===== config.mk =====
export PLATFORM = sky130hd
export DESIGN_NAME = start_sequencer
export DESIGN_NICKNAME = d
export VERILOG_FILES = /design/src/rtl/start_sequencer.sv
export SDC_FILE = /design/constraint.sdc
export NUM_CORES = 1
export LEC_CHECK = 0
export BUFFER_PORTS_ARGS = -buffer_cell sky130_fd_sc_hd__buf_4
export CORE_AREA = 2 2 39 41
export CTS_CLUSTER_SIZE = 20
export DETAILED_ROUTE_END_ITERATION = 8
export DIE_AREA = 0 0 41 43
export PLACE_DENSITY = 0.62
export SLEW_MARGIN = 10
export SYNTH_ARGS = -nofsm -noshare
export SYNTH_HDL_FRONTEND = slang
export SYNTH_SLANG_ARGS = --single-unit

===== constraint.sdc =====
create_clock -name i_clk -period 2.5 [get_ports i_clk]
set_input_delay 0.125 -clock i_clk [delete_from_list [all_inputs] [get_ports i_clk]]
set_output_delay 0.125 -clock i_clk [all_outputs]
set_load 0.01 [all_outputs]

===== src/rtl/start_sequencer.sv =====
// Trigger stage ahead of the busy-timer: queues request pulses, issues one start
// per request while the timer is idle, and enforces a dead time after each run.
module start_sequencer #(
    parameter int MAX_PENDING = 7,
    parameter int GAP_CYCLES  = 2,
    parameter int PW          = 3
) (
    input  logic          i_clk,
    input  logic          i_reset_n,
    input  logic          i_req,
    input  logic          i_busy,
    input  logic          i_clear_ovf,
    output logic          o_start,
    output logic [PW-1:0] o_pending,
    output logic          o_full,
    output logic          o_overflow,
    output logic          o_idle
);

    localparam int GW = (GAP_CYCLES > 1) ? $clog2(GAP_CYCLES) : 1;
    localparam logic [GW-1:0] GAP_LOAD = GW'((GAP_CYCLES > 0) ? GAP_CYCLES - 1 : 0);
    localparam logic [PW-1:0] PEND_MAX = PW'(MAX_PENDING);

    typedef enum logic [2:0] {
        S_IDLE,
        S_START,
        S_WAIT_BUSY,
        S_RUN,
        S_GAP
    } state_t;

    state_t        state_q;
    logic          start_q;
    logic [GW-1:0] gap_cnt_q;
    logic [PW-1:0] pending_q, pending_d;
    logic          overflow_q, overflow_d;
    logic          inc, dec, drop;

    // A request arriving in the START cycle cancels the decrement, so it is
    // accepted even when the queue is full.
    always_comb begin
        inc        = i_req;
        dec        = (state_q == S_START);
        drop       = 1'b0;
        pending_d  = pending_q;
        if (inc && !dec) begin
            if (pending_q == PEND_MAX) begin
                drop = 1'b1;
            end else begin
                pending_d = pending_q + PW'(1);
            end
        end else if (dec && !inc) begin
            pending_d = pending_q - PW'(1);
        end
        overflow_d = drop ? 1'b1 : (i_clear_ovf ? 1'b0 : overflow_q);
    end

    always_ff @(posedge i_clk or negedge i_reset_n) begin
        if (!i_reset_n) begin
            pending_q  <= '0;
            overflow_q <= 1'b0;
        end else begin
            pending_q  <= pending_d;
            overflow_q <= overflow_d;
        end
    end

    always_ff @(posedge i_clk or negedge i_reset_n) begin
        if (!i_reset_n) begin
            state_q   <= S_IDLE;
            start_q   <= 1'b0;
            gap_cnt_q <= '0;
        end else begin
            start_q <= 1'b0;
            case (state_q)
                S_IDLE: begin
                    if ((pending_q != '0) && !i_busy) begin
                        state_q <= S_START;
                        start_q <= 1'b1;
                    end
                end
                S_START: begin
                    state_q <= S_WAIT_BUSY;
                end
                S_WAIT_BUSY, S_RUN: begin
                    if (i_busy) begin
                        state_q <= S_RUN;
                    end else if (GAP_CYCLES > 0) begin
                        state_q   <= S_GAP;
                        gap_cnt_q <= GAP_LOAD;
                    end else begin
                        state_q <= S_IDLE;
                    end
                end
                S_GAP: begin
                    if (gap_cnt_q == '0) begin
                        state_q <= S_IDLE;
                    end else begin
                        gap_cnt_q <= gap_cnt_q - GW'(1);
                    end
                end
                default: begin
                    state_q <= S_IDLE;
                end
            endcase
        end
    end

    assign o_start    = start_q;
    assign o_pending  = pending_q;
    assign o_overflow = overflow_q;
    assign o_full     = (pending_q == PEND_MAX);
    assign o_idle     = (state_q == S_IDLE) && (pending_q == '0);

endmodule


==> results.md, run 1 <==
* Status: finished, final reports clean
* Vias per inst at 5.49
* Post-synth ARST share at 100%
* First-pass GRT wire length at 1440 um
* Count leader, synth: dfrtp_1
* Largest cells by area after synthesis: dfrtp_1 (46%), fa_1 (4.1%), o21ai_0 (3.1%)
* Post-Route Setup TNS at 0 ns
* Initial drt markers at 6
* Top_reg_cell synth: dfrtp_1
* CTS root buf: clkbuf_4
* Unrepaired setup endpoints after global routing: no
* Share of cells above drive strength 1 at 30.6%
* Rel. slew slack at 83.9%
* Clk slew on worst S/H paths at 0.06 ns
* H-Tree Depth at 1
* Clk sinks at 9
* Remaining DRCs at 0
* Fin. max-slew vios at 0
* RePlAce Congestion at 0.686
* Die area at 1760 um^2
* Initial Util at 35.2%
* Antenna diodes at 0
* Design Area, Final at 617 um^2
* Post-route ant nets at 0
* Max IR drop VDD at 0.000452 V
* Max cap viols at 0
* Drt pass-1 iters at 4
* Seq pwr share at 38.9%
* Synthesis Warnings at 0
* Drt wl/cell at 12.2 um
* EDFF count, synth at 0
* PD cells at 1260 nW/um^2
* Routed via count at 428
* P_int at 472 uW
* Post-Route WL at 954 um
* Num CTS Buffers at 3
* Mean Syn Cell Area at 10.4 um^2
* Layout net count at 69
* Gr usage total at 12.2%
* Seq cells post-synth at 9
* Hold crit path type: input port to flop
* Worst-case clock buffer depth at 2
* Highest clock rate at 0.485 GHz
* Tightest Pin Transition at 0.240 ns
* CP endpoint kind: flop
* Die H at 43 um
* Net Count, Synth at 53
* Lkg Pwr at 0.279 nW
* Utilization after layout at 44.6%
* Commonest cells in the netlist: dfrtp_1 (9), inv_1 (3), nand2_1 (3), o21ai_0 (3)
* Cell count after synthesis at 47
* Sw Ratio at 39.3%
* Top cell type's share of synthesized area at 46.3%
* Crit-path max FO at 8
* Post-synthesis sequential area ratio at 46.3%
* Top cell type by total area after synthesis: dfrtp_1
* Core Footprint at 1380 um^2
* Total grt overflow at 0
* Final setup skew at 0.00153 ns
* Final setup viols at 0
* Tcrit/Tclk final at 82.5%
* Synth Cell Area at 487 um^2
* Worst Setup Start Kind: flop
* # port buffers at 11
* Post-synthesis cell type count at 29
* Largest net degree at the start of global routing at 11
* CTS tree: yes
* Top-Level Pins at 12
* Chip Width at 41 um
* Post-CTS setup buffer count at 0
* Hpwl dp at 692 um
* Worst EP arrival at 2.20 ns
* Tot Pwr at 778 uW
* Combinational group share of total power at 46.5%
* Period minus WS final at 2.06 ns
* Clock share of power at 14.6%
* Dpl cell area at 581 um^2
* WP data required at 2.64 ns
* Vias in the first global route at 344
* Skew-Pair Late Insertion Delay at 0.26 ns
* Sw Pwr at 305 uW
* Initial antenna violation count at 0
* Fin. Hold Viols at 0
* Row cnt at 14
* Min Hold Slack at 0.0548 ns
* Critical path class: flop to flop
* Layout area overhead at 26.7%
[final timing paths]
path	start	to	slack, ns	depth (start not counted)
min reg2reg	gap_cnt_q	gap_cnt_q	0.52	2
max in group asynchronous	i_reset_n	o_pending[0]	2.15	2
min in group asynchronous	i_reset_n	state_q[0]	0.22	2
max reg2reg	state_q[1]	o_pending[1]	0.44	6
max	state_q[1]	o_pending[1]	0.44	6
min	i_clear_ovf	o_overflow	0.05	2
[sequential cells by signal (all words and copies together) (netlist names)]
signal / count
gap_cnt_q: 1
o_pending: 3
o_start: 1
state_q: 3
o_overflow: 1
[power by group through the flow]
stage | registers, mW | logic, mW | clock network (mW)
final | 0.303 | 0.361 | 0.113
after global routing | 0.315 | 0.404 | 0.126
after CTS | 0.302 | 0.366 | 0.117
after detailed placement | 0.305 | 0.363 | 0
after global placement | 0.303 | 0.352 | 0
after floorplan | 0.302 | 0.236 | 0
[cell usage in the layout, fill, tap and decap left out, types with 2 or more instances in the layout]
cell	netlist	routed
a21oi_1	2	2
o21ai_0	3	3
nor2_1	2	2
inv_1	3	3
clkbuf_4	0	3
o22ai_1	2	2
nand3_1	2	2
nand2_1	3	3
dfrtp_1	9	9
buf_4	0	12
[critical path, cell delays in order (launching register included)]
cell and delay [ns]:
dfrtp_1 0.45, or3b_1 0.42, nand2_1 0.12, fa_1 0.43, and4bb_2 0.24, a211oi_1 0.20, nor3_1 0.08
[final cells by class]
cell class                      instances  area (um^2)
Timing Repair Buffer                   13          100
Sequential cell                         9          225
Clock buffer                            4         26.3
Inverter                                3         11.3
Multi-Input combinational cell         33          234
Fill cell                             140          767
Tap cell                               16         20.0
[metal layers]
layer	track usage, %	wire length [um]	up-vias
met5	0	0	-
met4	8.00	6	0
met3	1.57	43	2
met2	17.2	467	12
met1	16.8	436	205
li1	-	-	209
[per-stage QoR]
step	std cells	setup WS, ns
6_report	78	0.437
3_3_place_gp	73	0.482
5_1_grt	78	0.364
2_1_floorplan	47	0.436
4_1_cts	78	0.433
3_5_place_dp	73	0.449
[cell families after synthesis]
group / share of synthesized area (%)
and+or+nand+nor: 27.5
AOI/OAI and AO/OA: 14.7
DFF: 46.3
buffers and inverters: 5.65
xor gates and xnor gates: 1.80
adders and majority gates: 4.11
[timing repair]
item | 4_1_cts | 5_1_grt
hold buffers | 1 | 0
gates resized for setup | 0 | 0
endpoints found under the hold margin | 9 | 0
Note: power is estimated with default switching activity, not from simulation.
==> run 2: changes to the inputs <==
==> constraint.sdc (replaced) <==
create_clock -name i_clk -period 2.15 [get_ports i_clk]
set_input_delay 0.1075 -clock i_clk [delete_from_list [all_inputs] [get_ports i_clk]]
set_output_delay 0.1075 -clock i_clk [all_outputs]
set_load 0.01 [all_outputs]
==> run 2 against run 1 <==
Net effect:
- register-to-register slack got worse by 0.27 ns
- non-clock buffer count increased by 3
- critical path depth unchanged
- critical endpoint unchanged
==> results.md, run 2 (synthesis results as in run 1) <==
* Vias in the first global route at 411 (was 344)
* Seq pwr share at 33.8% (was 38.9%)
* Num CTS Buffers at 3 (unchanged)
* Worst-case clock buffer depth at 2 (unchanged)
* Hold crit path type: input port to flop (unchanged)
* Layout area overhead at 31.4% (was 26.7%)
* Tightest Pin Transition at 0.232 ns (was 0.240 ns)
* Initial antenna violation count at 0 (unchanged)
* Row cnt at 14 (unchanged)
* Sw Pwr at 364 uW (was 305 uW)
* Fin. max-slew vios at 0 (unchanged)
* Post-Route WL at 994 um (was 954 um)
* Highest clock rate at 0.503 GHz (was 0.485 GHz)
* Dpl cell area at 603 um^2 (was 581 um^2)
* Initial Util at 35.2% (unchanged)
* Vias per inst at 5.44 (was 5.49)
* PD cells at 1480 nW/um^2 (was 1260 nW/um^2)
* Fin. Hold Viols at 0 (unchanged)
* Drt pass-1 iters at 2 (was 4)
* Die area at 1760 um^2 (unchanged)
* H-Tree Depth at 1 (unchanged)
* Clk sinks at 9 (unchanged)
* Clock share of power at 13.6% (was 14.6%)
* Rel. slew slack at 84.6% (was 83.9%)
* Most frequent cells in the layout: buf_4 (15), dfrtp_1 (9) (was buf_4 (12), dfrtp_1 (9))
* First-pass GRT wire length at 1680 um (was 1440 um)
* Lkg Pwr at 0.294 nW (was 0.279 nW)
* P_int at 581 uW (was 472 uW)
* Final setup skew at 0.000580 ns (was 0.00153 ns)
* Drt wl/cell at 12.3 um (was 12.2 um)
* Sw Ratio at 38.5% (was 39.3%)
* Worst EP arrival at 2.12 ns (was 2.20 ns)
* Core Footprint at 1380 um^2 (unchanged)
* Period minus WS final at 1.99 ns (was 2.06 ns)
* Total grt overflow at 0 (unchanged)
* Clk slew on worst S/H paths at 0.06 ns (about the same)
* Placed cell count at 76 (was 73)
* Max cap viols at 0 (unchanged)
* Combinational group share of total power at 52.6% (was 46.5%)
* Post-route ant nets at 0 (unchanged)
* Max IR drop VDD at 0.000541 V (was 0.000452 V)
* Layout net count at 72 (was 69)
* Worst Setup Start Kind: flop (unchanged)
* CTS tree: yes (unchanged)
* Routed via count at 441 (was 428)
* Hpwl dp at 728 um (was 692 um)
* Antenna diodes at 0 (unchanged)
* Largest net degree at the start of global routing at 11 (unchanged)
* Post-Route Setup TNS at 0 ns (unchanged)
* Non-Filler Instances at 81 (was 78)
* Design Area, Final at 639 um^2 (was 617 um^2)
* Initial drt markers at 9 (was 6)
* CP endpoint kind: flop (unchanged)
* Top-Level Pins at 12 (unchanged)
* Tcrit/Tclk final at 92.5% (was 82.5%)
* Crit-path max FO at 2 (was 8)
* Unrepaired setup endpoints after global routing: no (unchanged)
* Skew-Pair Late Insertion Delay at 0.25 ns (was 0.26 ns)
* Final setup viols at 0 (unchanged)
* CTS root buf: clkbuf_4 (unchanged)
* # port buffers at 11 (unchanged)
* WP data required at 2.29 ns (was 2.64 ns)
* Critical path class: flop to flop (unchanged)
* Gr usage total at 14.6% (was 12.2%)
* Chip Width at 41 um (unchanged)
* Status: finished, final reports clean (unchanged)
* Share of cells above drive strength 1 at 33.8% (was 30.6%)
* Die H at 43 um (unchanged)
* Most common cell after layout, fill and taps aside: buf_4 (unchanged)
* RePlAce Congestion at 0.701 (was 0.686)
* Remaining DRCs at 0 (unchanged)
* Min Hold Slack at 0.0372 ns (was 0.0548 ns)
run 2: final timing paths:
check | startpoint | end | slack [ns] | cells after the start
min in group asynchronous | i_reset_n | o_start | 0.21 | 2
min reg2reg | o_overflow | o_overflow | 0.53 | 2
max reg2reg | state_q[2] | o_pending[1] | 0.16 | 6
max in group asynchronous | i_reset_n | o_pending[0] | 1.81 | 2
max | state_q[2] | o_pending[1] | 0.16 | 6
min | i_clear_ovf | o_overflow | 0.04 | 2
run 2: power groups by stage:
stage | combinational [mW] | sequential [mW] | clock (mW)
after global placement | 0.480 | 0.318 | 0
after detailed placement | 0.496 | 0.321 | 0
after CTS | 0.501 | 0.319 | 0.135
final | 0.497 | 0.319 | 0.129
after global routing | 0.557 | 0.333 | 0.143
after floorplan | 0.274 | 0.351 | 0
run 2: repair_timing:
| item | CTS | global route |
|---|---|---|
| setup buffers | 0 | 0 |
| hold buffers | 1 | 0 |
| endpoints found under the setup margin | 0 | 0 |
| hold endpoints to repair | 9 | 0 |
| gates resized for setup | 0 | 0 |
run 2: stage by stage:
step / total power, mW / util [%] / setup slack, ns
after floorplan: 0.625 / - / 0.0855
after global placement: 0.797 / 43.6 / 0.186
after detailed placement: 0.817 / 43.6 / 0.167
after CTS: 0.954 / 46.2 / 0.154
after global routing: 1.03 / 46.2 / 0.0600
final: 0.945 / 46.2 / 0.162
run 2: critical path: stages, from the launching register on:
cell	delay, ns
dfrtp_1	0.39
or3b_1	0.38
nand2_1	0.12
fa_1	0.44
and4bb_2	0.24
a211oi_1	0.22
nor3_1	0.09
run 2: area by class of cell:
| type | count | area, um^2 |
|---|---|---|
| Sequential cell | 9 | 225 |
| Fill cell | 144 | 744 |
| Inverter | 3 | 11.3 |
| Clock buffer | 4 | 26.3 |
| Multi-Input combinational cell | 33 | 234 |
| Tap cell | 16 | 20.0 |
| Timing Repair Buffer | 16 | 123 |
run 2: routing by layer:
| metal | vias to the layer above | part of all wire (%) | GRT usage [%] |
|---|---|---|---|
| li1 | 213 | - | - |
| met1 | 219 | 47 | 18.6 |
| met2 | 7 | 49 | 20.0 |
| met3 | 2 | 2.1 | 4.71 |
| met4 | 0 | 1.7 | 10.0 |
| met5 | - | 0 | 0 |
==> run 3: changes to the inputs <==
--- a/config.mk
+++ b/config.mk
@@ -5,12 +5,13 @@
 export SDC_FILE = /design/constraint.sdc
 export NUM_CORES = 1
 export LEC_CHECK = 0
+export ABC_AREA = 1
 export BUFFER_PORTS_ARGS = -buffer_cell sky130_fd_sc_hd__buf_4
 export CORE_AREA = 2 2 39 41
 export CTS_CLUSTER_SIZE = 20
 export DETAILED_ROUTE_END_ITERATION = 8
 export DIE_AREA = 0 0 41 43
-export PLACE_DENSITY = 0.62
+export PLACE_DENSITY = 0.61
 export SLEW_MARGIN = 10
 export SYNTH_ARGS = -nofsm -noshare
 export SYNTH_HDL_FRONTEND = slang
==> run 3 against run 2 <==
Net effect:
- first-iteration DRC count is 44% lower
- fmax is 32% higher
- largest power group unchanged
- clock-buffer cell count stayed put
==> results.md, run 3 <==
* Status: finished, final reports clean (unchanged)
* Synth Cell Area at 472 um^2 (was 487 um^2)
* Num CTS Buffers at 3 (unchanged)
* Worst Setup Start Kind: flop (unchanged)
* Clk sinks at 9 (unchanged)
* Row cnt at 14 (unchanged)
* Max cap viols at 0 (unchanged)
* Crit-path max FO at 6 (was 2)
* Final setup viols at 0 (unchanged)
* Most common cell after layout, fill and taps aside: nand2_1 (was buf_4)
* Initial Util at 34.1% (was 35.2%)
* Final setup skew at 0.000698 ns (was 0.000580 ns)
* CTS root buf: clkbuf_4 (unchanged)
* # port buffers at 11 (unchanged)
* Post-synthesis cell type count at 15 (was 29)
* Synthesis Warnings at 0 (unchanged)
* FF-to-FF End: o_pending[2] (was o_pending[1])
* Post-Route WL at 937 um (was 994 um)
* Drt wl/cell at 10.4 um (was 12.3 um)
* Largest cells by area after synthesis: dfrtp_1 (48%), nand2_1 (10%), inv_1 (8.8%) (was dfrtp_1 (46%), fa_1 (4.1%), o21ai_0 (3.1%))
* Post-CTS setup buffer count at 0 (unchanged)
* Unrepaired setup endpoints after global routing: no (unchanged)
* Tcrit/Tclk final at 70.1% (was 92.5%)
* WP data required at 2.30 ns (was 2.29 ns)
* CTS tree: yes (unchanged)
* Vias per inst at 4.70 (was 5.44)
* Gr usage total at 12.7% (was 14.6%)
* Slowest stage cell on the critical path: dfrtp_1 (was fa_1)
* Design Area, Final at 611 um^2 (was 639 um^2)
* Hold crit path type: input port to flop (unchanged)
* Post-synthesis sequential area ratio at 47.7% (was 46.3%)
* Hpwl dp at 773 um (was 728 um)
* Period minus WS final at 1.51 ns (was 1.99 ns)
* First-pass GRT wire length at 1390 um (was 1680 um)
* Seq cells post-synth at 9 (unchanged)
* Top-Level Pins at 12 (unchanged)
* EDFF count, synth at 0 (unchanged)
* Min Hold Slack at 0.0466 ns (was 0.0372 ns)
* Most frequent cells in the layout: nand2_1 (13), inv_1 (11), buf_4 (11) (was buf_4 (15), dfrtp_1 (9))
* Worst EP arrival at 1.65 ns (was 2.12 ns)
* Count leader, synth: nand2_1 (was dfrtp_1)
* Fin. max-slew vios at 0 (unchanged)
* Hold EP: o_overflow (unchanged)
* Share of cells above drive strength 1 at 28.4% (was 33.8%)
* Post-synth ARST share at 100% (unchanged)
* CP endpoint kind: flop (unchanged)
* Hold path depth at 2 (unchanged)
* Top cell type's share of synthesized area at 47.7% (was 46.3%)
* Layout net count at 81 (was 72)
* Fin. Hold Viols at 0 (unchanged)
* Largest net degree at the start of global routing at 10 (was 11)
* Die area at 1760 um^2 (unchanged)
* Max incr delay on CP at 0.44 ns (about the same)
* Tot Pwr at 887 uW (was 945 uW)
* Critical path class: flop to flop (unchanged)
* Delay-heaviest family, CP: flip-flops (was simple AND/OR/NAND/NOR gates)
* Vias in the first global route at 351 (was 411)
* Initial drt markers at 5 (was 9)
* Remaining DRCs at 0 (unchanged)
* Clk slew on worst S/H paths at 0.06 ns (about the same)
* Commonest cells in the netlist: nand2_1 (13), inv_1 (11), dfrtp_1 (9) (was dfrtp_1 (9), inv_1 (3), nand2_1 (3), o21ai_0 (3))
* Most numerous cell on the critical path: nand2_1
* Rel. slew slack at 83.7% (was 84.6%)
* Die H at 43 um (unchanged)
* Total grt overflow at 0 (unchanged)
* Crit-path cells: inv_2 > nand3_2 > nand2_1 > fa_1 > inv_1 > nand4_1 > nand3_1 > nand2_1 (was or3b_1 > nand2_1 > fa_1 > and4bb_2 > a211oi_1 > nor3_1)
* Layout area overhead at 29.4% (was 31.4%)
* Hold path startpoint: i_clear_ovf (unchanged)
* Drt pass-1 iters at 2 (unchanged)
* Mean Syn Cell Area at 8.13 um^2 (was 10.4 um^2)
* R2R Setup Slk at 0.64 ns (was 0.16 ns)
* Chip Width at 41 um (unchanged)
* Reg2Reg Depth at 8 (was 6)
* Post-Route Setup TNS at 0 ns (unchanged)
* RePlAce Congestion at 0.715 (was 0.701)
* Top cell type by total area after synthesis: dfrtp_1 (unchanged)
* Utilization after layout at 44.1% (was 46.2%)
* Core Footprint at 1380 um^2 (unchanged)
* Cell count after synthesis at 58 (was 47)
* Dpl cell area at 574 um^2 (was 603 um^2)
* Skew-Pair Late Insertion Delay at 0.25 ns (about the same)
* Net Count, Synth at 64 (was 53)
* Setup crit start: state_q[1] (was state_q[2])
* Top_reg_cell synth: dfrtp_1 (unchanged)
* Routed via count at 423 (was 441)
* Antenna diodes at 0 (unchanged)
* Highest clock rate at 0.664 GHz (was 0.503 GHz)
* H-Tree Depth at 1 (unchanged)
* PD cells at 1450 nW/um^2 (was 1480 nW/um^2)
* Lkg Pwr at 0.341 nW (was 0.294 nW)
* Crit Reg-Reg Startpoint: state_q[1] (was state_q[2])
* Initial antenna violation count at 0 (unchanged)
* Post-route ant nets at 0 (unchanged)
* Worst-case clock buffer depth at 2 (unchanged)
* Max IR drop VDD at 0.000543 V (was 0.000541 V)
* Crit path buffers/inverters at 2 (was 0)
* Tightest Pin Transition at 0.243 ns (was 0.232 ns)
[run 3: layout make-up]
type | count | area, um^2
tap | 16 | 20.0
sequential | 9 | 225
multi-input combinational | 36 | 198
timing repair buffer | 12 | 92.6
fill | 133 | 773
inverter | 13 | 48.8
clock buffer | 4 | 26.3
[run 3: kinds of logic (layout without fill, tap and decap cells)]
group	after synthesis	in the layout	share of synthesized area [%]
AND/OR/NAND/NOR	31	31	33.2
buffers and inverters	13	29	10.3
flip-flops	9	9	47.7
AO/OA/AOI/OAI	4	4	4.51
adder cells (fa/ha/maj)	1	1	4.24
[run 3: metal layers]
metal  global-route usage (%)  wire length, um
met4                     4.00               11
met3                     9.42               72
met2                     18.4              473
met1                     14.0              380
met5                        0                0
[run 3: worst max-delay path by stage]
stage,to,slack (ns),cells past startpoint
2_1_floorplan,o_pending[2],0.74,8
3_3_place_gp,o_pending[2],0.68,8
3_5_place_dp,o_pending[2],0.65,8
4_1_cts,o_pending[2],0.63,8
5_1_grt,o_pending[2],0.54,8
6_report,o_pending[2],0.64,8
[run 3: stage by stage]
step / setup WS [ns] / std cells
after floorplan: 0.739 / 58
after global placement: 0.685 / 85
after detailed placement: 0.646 / 85
after CTS: 0.634 / 90
after global routing: 0.544 / 90
final: 0.643 / 90
[run 3: timing repair]
action                    in CTS  in global routing
hold buffers                   1                  0
hold endpoints to repair       9                  0
gates resized for setup        0                  0
[run 3: report_power, final]
group | total [mW] | switching [mW] | internal [mW]
combinational | 0.435 | 0.246 | 0.189
clock | 0.126 | 0.0546 | 0.0712
sequential | 0.326 | 0.0771 | 0.249
total | 0.887 | 0.377 | 0.510
